--- src/rtl/branch_cond_unit.sv ---
// branch_cond_unit: resolves branch conditions from ALU flags with a bounded flag wait and saturating statistics
module branch_cond_unit #(
    parameter int CTRL_W  = 3,
    parameter int CNT_W   = 16,
    parameter int TIMEOUT = 8
) (
    input  logic              clk,
    input  logic              reset_n,
    input  logic              eval_req,
    input  logic [CTRL_W-1:0] branch_ctrl,
    input  logic              flag_valid,
    input  logic              alu_zero,
    input  logic              alu_gt,
    input  logic              alu_lt,
    input  logic              flush,
    output logic              pc_write_cond,
    output logic              cond_result,
    output logic              done,
    output logic              busy,
    output logic              timeout_err,
    output logic [CNT_W-1:0]  taken_count,
    output logic [CNT_W-1:0]  resolve_count
);
    typedef enum logic [1:0] {IDLE, WAIT_FLAGS, RESOLVE} state_t;
    localparam logic [7:0] TO_LAST = 8'(TIMEOUT - 1);
    state_t            state_q, state_d;
    logic [CTRL_W-1:0] ctrl_q, ctrl_d;
    logic              zero_q, zero_d, gt_q, gt_d, lt_q, lt_d;
    logic [7:0]        wait_q, wait_d;
    logic              cond_q, cond_d, tmo_q, tmo_d;
    logic [CNT_W-1:0]  taken_q, taken_d, res_q, res_d;
    logic [7:0]        cond_vec;
    logic              taken, resolve_ok, timeout_hit, latch_sel, latch_flags;
    always_comb begin
        cond_vec    = {gt_q | zero_q, lt_q, 1'b1, 1'b0, gt_q | lt_q, lt_q | zero_q, gt_q, zero_q};
        taken       = ((ctrl_q >> 3) == '0) && cond_vec[ctrl_q[2:0]];
        resolve_ok  = (state_q == RESOLVE) && !flush;
        timeout_hit = (state_q == WAIT_FLAGS) && !flag_valid && !flush && (wait_q == TO_LAST);
        latch_sel   = (state_q == IDLE) && eval_req && !flush;
        latch_flags = !flush && flag_valid && (latch_sel || state_q == WAIT_FLAGS);
        state_d     = flush ? IDLE :
                      (state_q == IDLE)       ? (eval_req ? (flag_valid ? RESOLVE : WAIT_FLAGS) : IDLE) :
                      (state_q == WAIT_FLAGS) ? (flag_valid ? RESOLVE : timeout_hit ? IDLE : WAIT_FLAGS) :
                      IDLE;
        ctrl_d      = latch_sel ? branch_ctrl : ctrl_q;
        zero_d      = latch_flags ? alu_zero : zero_q;
        gt_d        = latch_flags ? alu_gt : gt_q;
        lt_d        = latch_flags ? alu_lt : lt_q;
        wait_d      = (state_q == WAIT_FLAGS) ? wait_q + 8'd1 : 8'd0;
        cond_d      = resolve_ok ? taken : cond_q;
        tmo_d       = timeout_hit;
        taken_d     = (resolve_ok && taken && !(&taken_q)) ? taken_q + CNT_W'(1) : taken_q;
        res_d       = (resolve_ok && !(&res_q)) ? res_q + CNT_W'(1) : res_q;
    end
    always_ff @(posedge clk or negedge reset_n) begin
        if (!reset_n) begin
            state_q <= IDLE;
            ctrl_q  <= '0;
            zero_q  <= 1'b0;
            gt_q    <= 1'b0;
            lt_q    <= 1'b0;
            wait_q  <= '0;
            cond_q  <= 1'b0;
            tmo_q   <= 1'b0;
            taken_q <= '0;
            res_q   <= '0;
        end else begin
            state_q <= state_d;
            ctrl_q  <= ctrl_d;
            zero_q  <= zero_d;
            gt_q    <= gt_d;
            lt_q    <= lt_d;
            wait_q  <= wait_d;
            cond_q  <= cond_d;
            tmo_q   <= tmo_d;
            taken_q <= taken_d;
            res_q   <= res_d;
        end
    end
    assign pc_write_cond = resolve_ok && taken;
    assign done          = resolve_ok;
    assign busy          = state_q != IDLE;
    assign cond_result   = cond_q;
    assign timeout_err   = tmo_q;
    assign taken_count   = taken_q;
    assign resolve_count = res_q;
endmodule

--- config.mk ---
export PLATFORM = sky130hd
export DESIGN_NAME = branch_cond_unit
export DESIGN_NICKNAME = d
export VERILOG_FILES = /design/src/rtl/branch_cond_unit.sv
export SDC_FILE = /design/constraint.sdc
export NUM_CORES = 1
export LEC_CHECK = 0
export BUFFER_PORTS_ARGS = -buffer_cell sky130_fd_sc_hd__buf_2
export CELL_PAD_IN_SITES_DETAIL_PLACEMENT = 0
export CELL_PAD_IN_SITES_GLOBAL_PLACEMENT = 1
export CORE_UTILIZATION = 30
export DETAILED_ROUTE_END_ITERATION = 12
export GPL_ROUTABILITY_DRIVEN = 0
export PLACE_DENSITY_LB_ADDON = 0.1
export RECOVER_POWER = 100
export SLEW_MARGIN = 20
export SYNTH_ARGS = -nofsm -noshare
export SYNTH_HDL_FRONTEND = slang
export SYNTH_SLANG_ARGS = --single-unit
--- constraint.sdc ---
create_clock -name clk -period 4.2 [get_ports clk]
set_clock_uncertainty 0.05 [all_clocks]
set_input_delay 0 -clock clk [delete_from_list [all_inputs] [get_ports clk]]
set_output_delay 0 -clock clk [all_outputs]
set_load 0.01 [all_outputs]
==> impl_metrics.json <==
{
  "grt.overflow.total": 0,
  "drive_above_1_share_pct": 11.7,
  "grt.total_usage_pct": 12.6,
  "grt_pass1_wl_um": 8380,
  "ys_top_cells_by_count": "dfrtp_1 (50), nand3_1 (19), xor2_1 (18), nand2_1 (15), xnor2_1 (13)",
  "r2r_start": "taken_count[0]",
  "hold_violations": 0,
  "die_height_um": 91.1,
  "die_x_um": 91.1,
  "synth_edf_count": 0,
  "io_buffers": 47,
  "synth_top_cell_area_share_pct": 52.5,
  "instances_no_fill": 375,
  "vias_per_cell": 4.61,
  "leakagePower_nw": 1.27,
  "critPathKind": "reg -> reg",
  "p_per_area_nw_per_um2": 375,
  "routed_wl_um": 4960,
  "post_drt_wl_per_cell_um": 13.2,
  "netlist.top_cell.by_area": "dfrtp_1",
  "num_rows": 32,
  "avgSynthCellArea_sq_um": 11.4,
  "cts_sinks": 50,
  "synthTopCellsByArea": "dfrtp_1 (52%), xor2_1 (6.6%), xnor2_1 (4.8%), nand3_1 (4.0%), mux2_2 (3.8%)",
  "placed_cell_area_sq_um": 2740,
  "synth_nets": 224,
  "clk_pin_slew_ns": 0.09,
  "hp-class": "in -> reg",
  "detailed_place_hpwl_um": 3470,
  "io_pins": 48,
  "n_antenna_cell": 0,
  "nNetsFinal": 286,
  "ys_seq_area_share_pct": 52.5,
  "r2r_slack_ns": 1.85,
  "initial_core_util_pct": 31.0,
  "finalSetupTns_ns": 0,
  "finalSetupViolCount": 0,
  "clk_path_buf_depth": 2,
  "ant_nets": 0,
  "grt_max_degree": 51,
  "hp-start": "eval_req",
  "grt_pass1_vias": 1692,
  "fp.coreArea_sq_um": 7690,
  "die_area_sq_um": 8310,
  "ys_types": 40,
  "dr_total_vias": 1730,
  "syn2layout_area_growth_pct": 18.6,
  "worst_pin_slew_ns": 1.03,
  "cts_resized": 0,
  "drv_cap": 0,
  "reg2regPathDepth": 5,
  "drc": 0,
  "dp_cells": 358,
  "worstPathMaxFanout": 9,
  "ys.flop_type": "dfrtp_1",
  "crit_slowest_cell": "nor3_1",
  "rsz0062_at_grt": "false",
  "antenna_found_initial": 0,
  "critPathLaunchType": "flip-flop",
  "endpoint_kind": "flip-flop",
  "finalCriticalPeriod_ns": 2.35,
  "holdPathEnd": "state_q[0]",
  "post_cts_buffers": 0,
  "finalMaxSlewViolations": 0,
  "yosys_warnings": 0,
  "holdWs_ns": 0.0589,
  "synth_most_common_cell": "dfrtp_1",
  "cts-root-buf": "clkbuf_8",
  "crit_chain": "ha_1 > nand4_1 > nor3_1 > nor2_2 > mux2_1",
  "numCtsBuffers": 5,
  "max_slew_margin_pct": 31.0,
  "status": "complete, no violations",
  "htreeDepth": 2,
  "worst_slack_ns": 1.85,
  "crit_arrival_ns": 2.50,
  "cp.required_ns": 4.34,
  "netlist_area_sq_um": 2380,
  "first_pass_iters": 4,
  "p_total_mw": 1.06,
  "finalCritPeriodShare_pct": 56.1,
  "stdcell_area_sq_um": 2830,
  "fin_util_pct": 36.8,
  "preCtsSetupSlack_ns": 2.05,
  "timing.rr.end": "taken_count[1]",
  "hold_depth": 4,
  "slowest_delay_ns": 0.89,
  "cts_tree": "done",
  "peakVddDrop_mv": 0.119,
  "async_flop_share_pct": 100,
  "fmax_ghz": 0.425,
  "syn_inst": 210,
  "clk_latency_ns": 0.30,
  "ys_ff_latch": 50,
  "first_iter_violations": 65
}
[state kept, by name, summed over array words and instances, names as in the netlist]
name and flops:
zero_q 1, state_q 2, timeout_err 1, gt_q 1
ctrl_q 3, taken_count 16, lt_q 1, resolve_count 16
cond_result 1, wait_q 8
[cell type report]
cell class	count	area (sq um)
clock buffers	7	76.3
clock inverters	1	30.0
fillers	824	4860
inverters	5	18.8
multi-input cells	153	1030
flip-flops and latches	50	1250
well taps	102	128
repair buffers	57	288
[placed cells by master (no fill, tap or decap), types with 2 or more instances in the layout]
master / netlist / routed
nor3b_1: 2 / 2
clkbuf_8: 0 / 5
dfrtp_1: 50 / 50
ha_1: 3 / 3
xor2_1: 18 / 18
nor3_1: 8 / 9
and2_1: 2 / 2
clkbuf_1: 1 / 38
nor2_1: 12 / 13
nand3_2: 2 / 2
nand2_1: 15 / 16
mux2_1: 3 / 3
nor4_1: 4 / 6
nand3_1: 19 / 19
a21oi_1: 2 / 2
and3_1: 8 / 8
nand2b_1: 3 / 3
inv_1: 4 / 4
nand4_1: 8 / 9
buf_2: 0 / 11
nor2_2: 3 / 2
xnor2_1: 13 / 13
mux2_2: 8 / 8
dlygate4sd3_1: 0 / 9
nor4b_1: 2 / 4
[cell families (layout without fill, tap and decap cells)]
group / Yosys count / count (layout) / synth area share [%]
adders and majority gates: 3 / 3 / 1.57
DFF: 50 / 50 / 52.5
buffers and inverters: 7 / 70 / 1.42
AOI/OAI and AO/OA: 9 / 9 / 2.99
and+or+nand+nor: 99 / 99 / 24.9
muxes: 11 / 11 / 5.20
xor gates and xnor gates: 31 / 31 / 11.4
[timing repair]
item                                    4_1_cts  5_1_grt
hold buffers                                  9        0
endpoints found under the setup margin        0        0
hold endpoints to repair                     58        0
[power breakdown]
| part | internal, mW | switching, mW | leakage, nW |
|---|---|---|---|
| registers | 0.527 | 0.0552 | 0.674 |
| clock network | 0.179 | 0.159 | 0.0524 |
| logic | 0.0667 | 0.0741 | 0.547 |
| total | 0.772 | 0.288 | 1.27 |
[worst max-delay path: cells and delay by family, from the launching register on]
family	cells	cell delay (ns)
multiplexers	1	0.34
adder cells (fa/ha/maj)	1	0.21
flip-flops	1	0.44
AND/OR/NAND/NOR	3	1.20
[per-layer routing]
layer	wire, um	GRT usage (%)	vias up
met5	0	0	-
met4	56	3.57	0
met3	208	3.35	6
met2	2080	18.4	34
met1	2620	18.2	821
li1	-	-	869
[worst max-delay path by stage]
stage / start / endpoint / slack, ns / depth (start not counted)
final: taken_count[0] / taken_count[1] / 1.85 / 5
after global routing: taken_count[0] / taken_count[1] / 1.68 / 5
after CTS: gt_q / taken_count[12] / 2.02 / 6
after detailed placement: gt_q / taken_count[12] / 2.05 / 6
after global placement: gt_q / taken_count[12] / 2.14 / 6
after floorplan: resolve_count[0] / resolve_count[1] / 2.36 / 5
Note: power is estimated with default switching activity, not from simulation.
